==> src/rtl/fetch_pkg.sv <==
// Shared definitions for the instruction fetch unit and the control decoder:
// fetch FSM states, the HALT encoding and the instruction type field.
package fetch_pkg;

  typedef enum logic [1:0] {
    IDLE   = 2'd0,
    REQ    = 2'd1,
    HOLD   = 2'd2,
    HALTED = 2'd3
  } fetch_state_t;

  localparam int         ISA_INSTR_W = 9;
  localparam logic [8:0] HALT_INSTR  = 9'h1FF;

  // Type field occupies the two top bits of every instruction word
  localparam int TYPE_MSB = 8;
  localparam int TYPE_LSB = 7;

  typedef enum logic [1:0] {
    TYPE_ALU  = 2'b00,
    TYPE_IMM  = 2'b01,
    TYPE_MEM  = 2'b10,
    TYPE_CTRL = 2'b11
  } instr_type_t;

  function automatic instr_type_t instr_type(input logic [ISA_INSTR_W-1:0] word);
    return instr_type_t'(word[TYPE_MSB:TYPE_LSB]);
  endfunction

endpackage

==> src/rtl/instr_fetch_if.sv <==
// Fetch bus: instruction-memory req/ack side plus decoder valid/ready side
// with the branch redirect that travels back from execute.
interface instr_fetch_if #(
  parameter int PC_W    = 10,
  parameter int INSTR_W = 9
);
  logic               imem_req;
  logic [PC_W-1:0]    imem_addr;
  logic               imem_ack;
  logic [INSTR_W-1:0] imem_rdata;
  logic [INSTR_W-1:0] instr;
  logic               instr_valid;
  logic               instr_ready;
  logic               branch_taken;
  logic [PC_W-1:0]    branch_target;

  modport master (
    output imem_req, imem_addr, instr, instr_valid,
    input  imem_ack, imem_rdata, instr_ready, branch_taken, branch_target
  );

  modport slave (
    input  imem_req, imem_addr, instr, instr_valid,
    output imem_ack, imem_rdata, instr_ready, branch_taken, branch_target
  );
endinterface

==> src/rtl/instr_fetch_pc_next.sv <==
// Next-PC select applied on the consume cycle: branch target or pc+1,
// where the increment wraps modulo 2^PC_W without any flag.
module pc_next #(
  parameter int PC_W = 10
) (
  input  logic [PC_W-1:0] pc_i,
  input  logic            branch_taken_i,
  input  logic [PC_W-1:0] branch_target_i,
  output logic [PC_W-1:0] pc_next_o
);

  logic [PC_W-1:0] pc_inc;

  assign pc_inc    = pc_i + PC_W'(1);
  assign pc_next_o = branch_taken_i ? branch_target_i : pc_inc;

endmodule

==> src/rtl/instr_fetch.sv <==
// Instruction fetch unit: owns the PC, fetches one word at a time from
// instruction memory and holds it for the decoder until consumed.
module instr_fetch
  import fetch_pkg::*;
#(
  parameter int              PC_W       = 10,
  parameter int              INSTR_W    = 9,
  parameter logic [PC_W-1:0] START_ADDR = '0,
  parameter int              CNT_W      = 16
) (
  input  logic             clk,
  input  logic             rst_n,
  input  logic             start,
  instr_fetch_if.master    bus,
  output logic [PC_W-1:0]  pc,
  output logic             halt,
  output logic [CNT_W-1:0] retired
);

  fetch_state_t       state_q, state_d;
  logic [PC_W-1:0]    pc_q, pc_d, pc_nxt;
  logic [INSTR_W-1:0] instr_q, instr_d;
  logic [CNT_W-1:0]   retired_q, retired_d;

  function automatic logic [CNT_W-1:0] sat_inc(input logic [CNT_W-1:0] v);
    return (&v) ? v : v + CNT_W'(1);
  endfunction

  pc_next #(.PC_W(PC_W)) u_pc_next (
    .pc_i            (pc_q),
    .branch_taken_i  (bus.branch_taken),
    .branch_target_i (bus.branch_target),
    .pc_next_o       (pc_nxt)
  );

  always_comb begin
    state_d   = state_q;
    pc_d      = pc_q;
    instr_d   = instr_q;
    retired_d = retired_q;
    case (state_q)
      IDLE, HALTED: begin
        if (start) begin
          pc_d      = START_ADDR;
          retired_d = '0;
          state_d   = REQ;
        end
      end
      REQ: begin
        if (bus.imem_ack) begin
          instr_d = bus.imem_rdata;
          state_d = (bus.imem_rdata == HALT_INSTR) ? HALTED : HOLD;
        end
      end
      HOLD: begin
        // branch inputs only matter here, on the consume cycle
        if (bus.instr_ready) begin
          pc_d      = pc_nxt;
          retired_d = sat_inc(retired_q);
          state_d   = REQ;
        end
      end
      default: state_d = IDLE;
    endcase
  end

  always_ff @(posedge clk or negedge rst_n) begin
    if (!rst_n) begin
      state_q   <= IDLE;
      pc_q      <= START_ADDR;
      instr_q   <= '0;
      retired_q <= '0;
    end else begin
      state_q   <= state_d;
      pc_q      <= pc_d;
      instr_q   <= instr_d;
      retired_q <= retired_d;
    end
  end

  // Handshake outputs decode from state only, so reset drops them at once
  assign bus.imem_req    = (state_q == REQ);
  assign bus.imem_addr   = pc_q;
  assign bus.instr       = instr_q;
  assign bus.instr_valid = (state_q == HOLD);
  assign pc              = pc_q;
  assign halt            = (state_q == HALTED);
  assign retired         = retired_q;

endmodule

==> src/flat_wrapper.sv <==
// flat-port wrapper written by rule: the top's interface ports become plain ports
module instr_fetch_flat import fetch_pkg::*;
#(
  parameter int              PC_W       = 10,
  parameter int              INSTR_W    = 9,
  parameter logic [PC_W-1:0] START_ADDR = '0,
  parameter int              CNT_W      = 16
)
  (clk, rst_n, start, pc, halt, retired, bus_imem_req, bus_imem_addr, bus_instr, bus_instr_valid, bus_imem_ack, bus_imem_rdata, bus_instr_ready, bus_branch_taken, bus_branch_target);
  instr_fetch_if #(.PC_W(PC_W), .INSTR_W(INSTR_W)) bus_i ();
  input  logic clk;
  input  logic rst_n;
  input  logic start;
  output logic [PC_W-1:0] pc;
  output logic halt;
  output logic [CNT_W-1:0] retired;
  output wire logic [$bits(bus_i.imem_req)-1:0] bus_imem_req;
  output wire logic [$bits(bus_i.imem_addr)-1:0] bus_imem_addr;
  output wire logic [$bits(bus_i.instr)-1:0] bus_instr;
  output wire logic [$bits(bus_i.instr_valid)-1:0] bus_instr_valid;
  input wire logic [$bits(bus_i.imem_ack)-1:0] bus_imem_ack;
  input wire logic [$bits(bus_i.imem_rdata)-1:0] bus_imem_rdata;
  input wire logic [$bits(bus_i.instr_ready)-1:0] bus_instr_ready;
  input wire logic [$bits(bus_i.branch_taken)-1:0] bus_branch_taken;
  input wire logic [$bits(bus_i.branch_target)-1:0] bus_branch_target;
  assign bus_imem_req = bus_i.imem_req;
  assign bus_imem_addr = bus_i.imem_addr;
  assign bus_instr = bus_i.instr;
  assign bus_instr_valid = bus_i.instr_valid;
  assign bus_i.imem_ack = bus_imem_ack;
  assign bus_i.imem_rdata = bus_imem_rdata;
  assign bus_i.instr_ready = bus_instr_ready;
  assign bus_i.branch_taken = bus_branch_taken;
  assign bus_i.branch_target = bus_branch_target;
  instr_fetch #(.PC_W(PC_W), .INSTR_W(INSTR_W), .START_ADDR(START_ADDR), .CNT_W(CNT_W)) u_core (.clk(clk), .rst_n(rst_n), .start(start), .bus(bus_i), .pc(pc), .halt(halt), .retired(retired));
endmodule
==> config.mk <==
export PLATFORM = sky130hd
export DESIGN_NAME = instr_fetch_flat
export DESIGN_NICKNAME = d
export VERILOG_FILES = /design/src/rtl/fetch_pkg.sv /design/src/rtl/instr_fetch_if.sv /design/src/rtl/instr_fetch_pc_next.sv /design/src/rtl/instr_fetch.sv /design/src/flat_wrapper.sv
export SDC_FILE = /design/constraint.sdc
export NUM_CORES = 1
export LEC_CHECK = 0
export BUFFER_PORTS_ARGS = -buffer_cell sky130_fd_sc_hd__buf_2
export CORE_MARGIN = 2
export CORE_UTILIZATION = 35
export CTS_CLUSTER_DIAMETER = 60
export CTS_CLUSTER_SIZE = 24
export DETAILED_ROUTE_END_ITERATION = 12
export GPL_ROUTABILITY_DRIVEN = 0
export SLEW_MARGIN = 20
export SYNTH_ARGS = -nofsm -noshare
export SYNTH_HDL_FRONTEND = slang
export SYNTH_SLANG_ARGS = --single-unit
export TNS_END_PERCENT = 100
==> constraint.sdc <==
create_clock -name clk -period 1.82 [get_ports clk]
set_input_delay 0.364 -clock clk [delete_from_list [all_inputs] [get_ports clk]]
set_output_delay 0.364 -clock clk [all_outputs]
set_load 0.03 [all_outputs]
Yosys cells after proc, flatten, opt, wreduce, memory -nomap -nowiden
Index checks and enable logic that the tools add are counted.

storage, ports and cells
  register bits = 37
  logic and storage cells = 35
  input port bits = 25

cells by class
  mux-type cells = 13
  reduce and logical (&&, ||, !) cells = 8
  add/subtract/negate cells = 2
  equality and inequality tests = 8

operators by type and width
  cell                     count
  $mux W16                 3
  $pmux W16 S2             1
  $mux W10                 3
  $pmux W10 S2             1
  $add A16 B1 Y16 const B  1
  $reduce_and A16 Y1       1
  $add A10 B1 Y10 const B  1
  $eq A9 B9 Y1 const B     1
  $mux W2                  3
  $pmux W2 S3              1
  $reduce_and A3 Y1        2
  $eq A2 B2 Y1 const B     2
  $ne A2 B1 Y1 const B     2
  $ne A2 B2 Y1 const B     2
  $reduce_and A4 Y1        1
  $eq A2 B1 Y1 const B     1
  $logic_not A2 Y1         1
  $reduce_and A2 Y1        1
  $reduce_bool A2 Y1       1
  $reduce_or A2 Y1         1
  $mux W1                  1

Logic depth before layout (Yosys ltp)
Gate-level depths: netlist of the first run.

  depth in word-level cells = 4
  gate-level depth with buffers = 7
  gate-level depth less buffers = 6

Modules after synthesis
Synthesis of the first run repeated with hierarchy kept, for this count alone.

second synthesis, totals
  cells, all modules = 226
  area total of the unflattened synthesis = 2224.6 sq um

modules (own cells, without submodules)
  module       area an instance (sq um)  instances  cells each
  instr_fetch  1948.1                    1          181
  pc_next      276.5                     1          45

Least setup slack after synthesis of the first run
OpenSTA, ideal clock, no wires.

  kind = register to register
  from = register u_core.state_q[0]
  to = register u_core.retired_q[10] (netlist: u_core.retired[10])
  arrival time = 1.933 ns
  library setup time = 0.124 ns
  buffers on the path = 1
  stages on the path, launching flop included = 7
  period minus slack after synthesis = 2.057 ns
  setup slack = -0.237 ns
  cells stage by stage = dfrtp_1 -> inv_1 -> ha_1 -> o211ai_1 -> or2_2 -> clkbuf_1 -> a211o_1

between the ends
  elaborated cells on any way between the ends = 10
  those cells by class = eq/ne (5); mux (1); reduce/logical (4)

RTL lines
  item                                                  line                source
  start, declared                                       instr_fetch.sv:20   fetch_state_t state_q, state_d;
  start signal, assigned                                instr_fetch.sv:74   state_q <= state_d;
  $eq A2 B2 Y1 *                                        n/a
  via bus_instr_valid                                   flat_wrapper.sv:20  output wire logic [$bits(bus_i.instr_valid)-1:0] bus_instr_valid;
  $ne A2 B2 Y1 (no line), or another cell as far along  n/a
  $reduce_and A4 Y1 (no line)                           n/a
  end signal, assigned                                  instr_fetch.sv:77   retired_q <= retired_d;
  end, declared                                         instr_fetch.sv:23   logic [CNT_W-1:0] retired_q, retired_d;

Mark *: on every way through the listed nets, which the timed path passes. The rest lies on a longest branch.
A chain may end at the register's enable or synchronous reset.

Worst setup path after layout of the first run
  from = register u_core.state_q[0]
  to = register u_core.retired_q[8] (netlist: u_core.retired[8])

between the ends
  longest elaborated chain between the ends = 4
  elaborated cells on any way between the ends = 10
  those cells by class = eq/ne (5); mux (1); reduce/logical (4)

ends and longest elaborated chain
  item                                                          line               source
  $eq A2 B2 Y1 or $logic_not A2 Y1 (tied branches)              instr_fetch.sv:41  case (state_q)
  $reduce_or A2 Y1                                              instr_fetch.sv:41
  $ne A2 B2 Y1 (no line) or $reduce_bool A2 Y1 (tied branches)  n/a
  $reduce_and A4 Y1 (no line)                                   n/a

Parallel ways exist; a longest one is shown, timed or not.

==> summary.md, run 1 <==
| Metric | Value |
|---|---|
| Outcome | `finished clean` |
| Post-layout net count | `~350` |
| Data arrival time of the critical path | `between 1.5 and 2 ns` |
| Post-Route Utilization | `roughly 48%` |
| Worst reg-to-reg setup slack | `a little under 0.08 ns` |
| Min-Delay Path Class | `in -> async` |
| Number of DRC markers in iteration 0 | `around 210` |
| Post-synth top area share | `42.5%` |
| Pins Over Slew Limit | `0` |
| YS warnings | `0` |
| Die Height | `82.9 microns` |
| DR WL/cell | `15.2 microns` |
| Tot Pwr | `between 3000 and 4000 uW` |
| Mux share of post-synthesis cell area | `5.57%` |
| Hold Buf Count CTS | `0` |
| Vias in the first global route | `roughly 2000` |
| Site Rows | `28` |
| Adder-Cell Fraction of Synth Area | `approximately 2.9%` |
| GRT Max-Usage Layer | `met2` |
| Grt total ovfl | `0` |
| GR Layer Usage met2 | `between 20% and 30%` |
| Largest net degree at the start of global routing | `23` |
| Initial Util | `between 30% and 40%` |
| Full die area | `approximately 0.007 sq mm` |
| Clk slew on worst S/H paths | `0.08 ns` |
| Final Instance Area | `just under 0.003 sq mm` |
| Met1 GRT Util | `between 20% and 30%` |
| CTS max path bufs | `2` |
| Setup Viol. Count Final | `0` |
| Root Buffer | `clkbuf_8` |
| Htree depth | `2` |
| Most frequent cells after synthesis | `dfrtp_1 (37), nand2_1 (20), nand3_1 (16), o21ai_0 (15), nor2_1 (11)` |
| Port Buffers | `72` |
| Ant diodes | `0` |
| Initial antenna violation count | `0` |
| Dominant cell type by area after synthesis | `dfrtp_1` |
| Total CTS buffers | `5` |
| DP Area | `around 0.0028 sq mm` |
| Setup bufs post-CTS | `0` |
| Fin crit period | `1.74 ns` |
| Std-Cell Core Area | `about 0.0060 sq mm` |
| Reg2reg start | `u_core.state_q[0]` |
| Final hold violation count | `0` |
| Worst Skew | `0.00546 ns` |
| Final period util | `95.7%` |
| Cts repair resizes | `0` |
| Crit end category | `register` |
| Detail Route Antenna Nets | `0` |
| First-pass GRT wire length | `approximately 9.7 mm` |
| Via/cell ratio | `5.40` |
| Top FF cell, synth | `dfrtp_1` |
| Power Dens Cells | `between 1000 and 1500 mW/mm^2` |
| Synthesized net count | `~270` |
| Sequential fraction of the synthesis area | `between 40% and 50%` |
| #FFs+latches synth | `37` |
| Mapped cell area | `approximately 0.0022 sq mm` |
| MaxCap Viol Count | `0` |
| CP Class | `reg -> reg` |
| Largest family of logic cells by synthesized area | `simple AND/OR/NAND/NOR gates` |
| Worst slew margin | `69.6%` |
| Crit path launch type | `register` |
| Chip width | `about 83 microns` |
| Num Clock Sinks | `37` |
| CP Max Fanout | `12` |
| Most frequent cell after synthesis | `dfrtp_1` |
| Cells after Synth | `around 240` |
| Pleak | `about 0.0014 uW` |
| Top cells by area, synth | `dfrtp_1 (42%), mux2_2 (4.6%), nand3_1 (3.7%)` |
| Via count | `2126` |
| Max rail drop VDD | `about 0.86 mV` |
| Post-Synth XOR/XNOR Area | `0%` |
| Simple-Gate Fraction of Synth Area | `a little under a quarter` |
| Peak Freq | `574 MHz` |
| Number of synthesized flops with an enable pin | `0` |
| WP data required | `~2.0 ns` |
| DR DRC count | `0` |
| Routing usage on met3 | `~3.8%` |
| HPWL Detailed | `approximately 4.5 mm` |
| Syn-to-layout area delta | `32.4%` |
| Distinct cell type count after synthesis | `48` |
| Total global-route track usage | `between 15 and 20%` |
| Fraction of layout cells with a size suffix above 1 | `a little over two fifths` |
| CP startpoint | `u_core.state_q[0]` |
| Clk_lat worst skew | `about 0.3 ns` |
| CTS tree | `yes` |
| Ys async rst share | `100%` |
| Compound-Gate Fraction of Synth Area | `between 10% and 20%` |
| Drt total wl | `between 5 and 6 mm` |
| Worst slew pin tran | `0.457 ns` |
| Synthesized area per cell | `9.27 sq um` |
| First-pass DRT Iterations | `4` |
| I/O pin total | `between 70 and 80` |
-- critical path, cell delays in order, from the launching register on --
cell and delay, ns:
dfrtp_1 0.39, inv_2 0.07, ha_4 0.21, nand2b_4 0.08, o211ai_1 0.08, buf_4 0.19
or2_4 0.31, a211o_1 0.30
-- through the flow --
step	cells	setup TNS (ns)	worst slack [ns]	hold slack, ns
final	394	0	0.0785	0.0102
after global routing	394	-0.0124	-0.00638	0.00999
after CTS	394	0	0.0138	0.00851
after detailed placement	386	0	0.0818	0.336
after global placement	386	0	0.118	0.333
after floorplan	235	-0.0000283	-0.0000283	0.0684
-- final timing paths --
path,to,cells past startpoint
worst max-delay path,u_core.retired[8],7
worst min-delay path,u_core.bus.imem_addr[4],1
worst max register to register,u_core.retired[8],7
worst min register to register,u_core.bus.instr[6],1
max in group asynchronous,u_core.retired[13],2
min in group clk,u_core.bus.instr[6],2
-- routing by layer --
| metal | vias to the layer above | routed length, microns | part of all wire (%) |
|---|---|---|---|
| li1 | 1033 | - | - |
| met1 | 1013 | 2670 | 45 |
| met2 | 76 | 2910 | 48 |
| met3 | 4 | 365 | 6.1 |
| met4 | 0 | 52 | 0.87 |
| met5 | - | 0 | 0 |
-- power breakdown --
part | total, uW | internal [uW] | switching [uW]
clock | 733 | 410 | 323
combinational | 1810 | 639 | 1170
sequential | 1150 | 1010 | 148
-- flip-flops by register name (all words and copies together), names as in the netlist --
signal and flops:
u_core.bus.instr 9, u_core.bus.imem_addr 10, u_core.state_q 2, u_core.retired 16
-- area by class of cell --
cell class	instances	area, sq um
repair buffers	95	549
multi-input cells	170	1150
inverters	9	33.8
clock inverters	3	46.3
fillers	599	3070
well taps	75	93.8
clock buffers	5	68.8
flip-flops and latches	37	942
-- placed cells by master (no fill, tap or decap), drive strengths merged, types with 7 or more instances in the layout --
cell type | synthesis | final
a21oi | 10 | 10
nand3 | 17 | 17
nor4 | 7 | 7
mux2 | 9 | 9
nand2 | 20 | 20
nand4 | 8 | 8
nor2 | 11 | 11
o21ai | 15 | 15
buf | 11 | 95
dfrtp | 37 | 37
inv | 9 | 9
nand2b | 7 | 7
-- cells by family after synthesis --
kind of cell             count (synthesis)
AO/OA/AOI/OAI                           62
multiplexers                            11
AND/OR/NAND/NOR                         92
adder cells (fa/ha/maj)                  5
flip-flops                              37
buffers and inverters                   28
No activity file was read; power rests on OpenSTA's default activity.
==> inputs of run 2 (changes only) <==
Settings changed: SETUP_SLACK_MARGIN set to 0.2.
==> run 2 against run 1 <==
Design area up 15%. Die area did not move. Non-clock buffer count grew 26. Highest routed layer unchanged.
==> summary.md, run 2 (synthesis results as in run 1) <==
| Metric | Value |
|---|---|
| Outcome | `finished clean (unchanged)` |
| Crit-path max cell delay | `0.55 ns (was 0.39 ns)` |
| Post-layout net count | `374 (was 348)` |
| Min-Delay Path Class | `in -> async (unchanged)` |
| Via count | `2277 (was 2126)` |
| Setup Viol. Count Final | `0 (unchanged)` |
| Pleak | `0.00155 uW (was 0.00138 uW)` |
| Peak Freq | `582 MHz (was 574 MHz)` |
| Total global-route track usage | `18.8% (was 17.4%)` |
| Root Buffer | `clkbuf_8 (unchanged)` |
| Pint | `2470 uW (was 2060 uW)` |
| CTS max path bufs | `2 (unchanged)` |
| Num Clock Sinks | `37 (unchanged)` |
| Port Buffers | `72 (unchanged)` |
| Final Worst Setup Slack | `0.102 ns (was 0.0785 ns)` |
| Total CTS buffers | `5 (unchanged)` |
| MaxCap Viol Count | `0 (unchanged)` |
| Most common cell after layout, fill and taps aside | `buf_2 (unchanged)` |
| Switching Fraction | `42.7% (was 44.4%)` |
| I/O pin total | `73 (unchanged)` |
| Chip width | `82.9 microns (unchanged)` |
| Initial antenna violation count | `0 (unchanged)` |
| Worst slew margin | `67.4% (was 69.6%)` |
| DR WL/cell | `15.5 microns (was 15.2 microns)` |
| Final period util | `94.4% (was 95.7%)` |
| DR DRC count | `0 (unchanged)` |
| Htree depth | `2 (unchanged)` |
| CP Max Fanout | `4 (was 12)` |
| Power Dens Cells | `1300 mW/mm^2 (was 1280 mW/mm^2)` |
| Crit path launch type | `register (unchanged)` |
| Fraction of layout cells with a size suffix above 1 | `57.1% (was 43.6%)` |
| Commonest non-fill, non-tap cells in the layout | `buf_2 (71), buf_4 (43), dfrtp_1 (23) (was buf_2 (72), dfrtp_1 (24), buf_4 (21))` |
| Full die area | `0.00687 sq mm (unchanged)` |
| Initial Util | `36.6% (unchanged)` |
| Std-Cell Core Area | `0.00596 sq mm (unchanged)` |
| Clk slew on worst S/H paths | `0.08 ns (about the same)` |
| Reg power frac | `27.2% (was 31.2%)` |
| Pins Over Slew Limit | `0 (unchanged)` |
| Via/cell ratio | `5.42 (was 5.40)` |
| Data arrival time of the critical path | `1.93 ns (was 1.92 ns)` |
| Site Rows | `28 (unchanged)` |
| DP Area | `0.00276 sq mm (was 0.00275 sq mm)` |
| Final Instance Area | `0.00331 sq mm (was 0.00289 sq mm)` |
| Grt total ovfl | `0 (unchanged)` |
| Clock power share | `17.1% (was 19.8%)` |
| WP data required | `2.04 ns (was 2.00 ns)` |
| Hold Buf Count CTS | `0 (unchanged)` |
| Number of DRC markers in iteration 0 | `102 (was 208)` |
| Net Switching | `1850 uW (was 1640 uW)` |
| Syn-to-layout area delta | `52.0% (was 32.4%)` |
| Tot Pwr | `4320 uW (was 3700 uW)` |
| Vias in the first global route | `2186 (was 1991)` |
| HPWL Detailed | `4.39 mm (was 4.47 mm)` |
| Die Height | `82.9 microns (unchanged)` |
| Worst reg-to-reg setup slack | `0.10 ns (was 0.08 ns)` |
| Detail Route Antenna Nets | `0 (unchanged)` |
| CTS tree | `yes (unchanged)` |
| First-pass DRT Iterations | `4 (unchanged)` |
| First-pass GRT wire length | `10.7 mm (was 9.72 mm)` |
| Clk_lat worst skew | `0.30 ns (about the same)` |
| Fin crit period | `1.72 ns (was 1.74 ns)` |
| Max rail drop VDD | `0.770 mV (was 0.861 mV)` |
| Pre-CTS setup slack | `0.0827 ns (was 0.0818 ns)` |
| Max reg flops | `16 (unchanged)` |
| Worst Skew | `0.00889 ns (was 0.00546 ns)` |
| Worst slew pin tran | `0.489 ns (was 0.457 ns)` |
| Comb pwr share | `55.6% (was 49.0%)` |
| Ant diodes | `0 (unchanged)` |
| RSZ-0062 raised after global routing | `yes` |
| CP Class | `reg -> reg (unchanged)` |
| Final hold violation count | `0 (unchanged)` |
| CP cell instances | `nand4_4 -> or4_4 -> or4b_4 -> o211ai_2 (was inv_2 -> ha_4 -> nand2b_4 -> o211ai_1 -> buf_4 -> or2_4 -> a211o_1)` |
| Drt total wl | `6.51 mm (was 6.00 mm)` |
| Largest net degree at the start of global routing | `38 (was 23)` |
| Crit end category | `register (unchanged)` |
| Critical path's slowest cell | `or4_4 (was dfrtp_1)` |
-- run 2: per-stage QoR --
step | cells | TNS (ns) | utilization (%) | hold slack, ns
2_1_floorplan | 235 | -0.0000233 | - | 0.0684
3_5_place_dp | 385 | 0 | 46.3 | 0.452
6_report | 420 | 0 | 55.6 | 0.104
3_3_place_gp | 385 | 0 | 46.3 | 0.454
5_1_grt | 420 | 0 | 55.6 | 0.143
4_1_cts | 407 | 0 | 51.5 | 0.123
-- run 2: area by class of cell --
cell class	instances	area, sq um
clock buffers	5	68.8
clock inverters	3	46.3
multi-input cells	170	1350
flip-flops and latches	37	943
repair buffers	121	774
inverters	9	33.8
fillers	558	2640
well taps	75	93.8
-- run 2: worst max-delay path, delay by kind of cell (launching register included) --
| kind | cells | cell delay (ns) |
|---|---|---|
| AND/OR/NAND/NOR | 3 | 1.15 |
| flip-flops | 1 | 0.42 |
| AO/OA/AOI/OAI | 1 | 0.07 |
-- run 2: final timing paths --
path,startpoint,end,depth (start not counted)
max reg2reg,u_core.retired[1],u_core.retired[15],4
max,u_core.retired[1],u_core.retired[15],4
max in group asynchronous,rst_n,u_core.retired[3],2
min,rst_n,u_core.retired[7],2
min reg2reg,u_core.bus.instr[1],u_core.bus.instr[1],1
min in group clk,bus_imem_rdata[5],u_core.bus.instr[5],2
-- run 2: metal layers --
metal / routed length [microns] / share of wire [%] / vias up / GRT usage (%)
met5: 0 / 0 / - / 0
met4: 81 / 1.2 / 0 / 5.37
met2: 3200 / 49 / 74 / 31.0
met1: 2840 / 44 / 1098 / 24.6
li1: - / - / 1097 / -
met3: 377 / 5.8 / 8 / 4.37
-- run 2: timing repair --
item | in CTS | in global routing
gates resized for setup | 22 | 32
pin swaps | 13 | 19
setup endpoints to repair | 27 | 37
hold endpoints to repair | 0 | 0
cloned | 0 | 1
buffers inserted | 14 | 12
-- run 2: power groups by stage --
| stage | Combinational, uW | Sequential, uW | Clock (uW) |
|---|---|---|---|
| floorplan | 992 | 1510 | 0 |
| global placement | 1760 | 1190 | 0 |
| detailed placement | 1780 | 1190 | 0 |
| CTS | 1910 | 1170 | 764 |
| global route | 2570 | 1210 | 803 |
| finish | 2400 | 1180 | 740 |
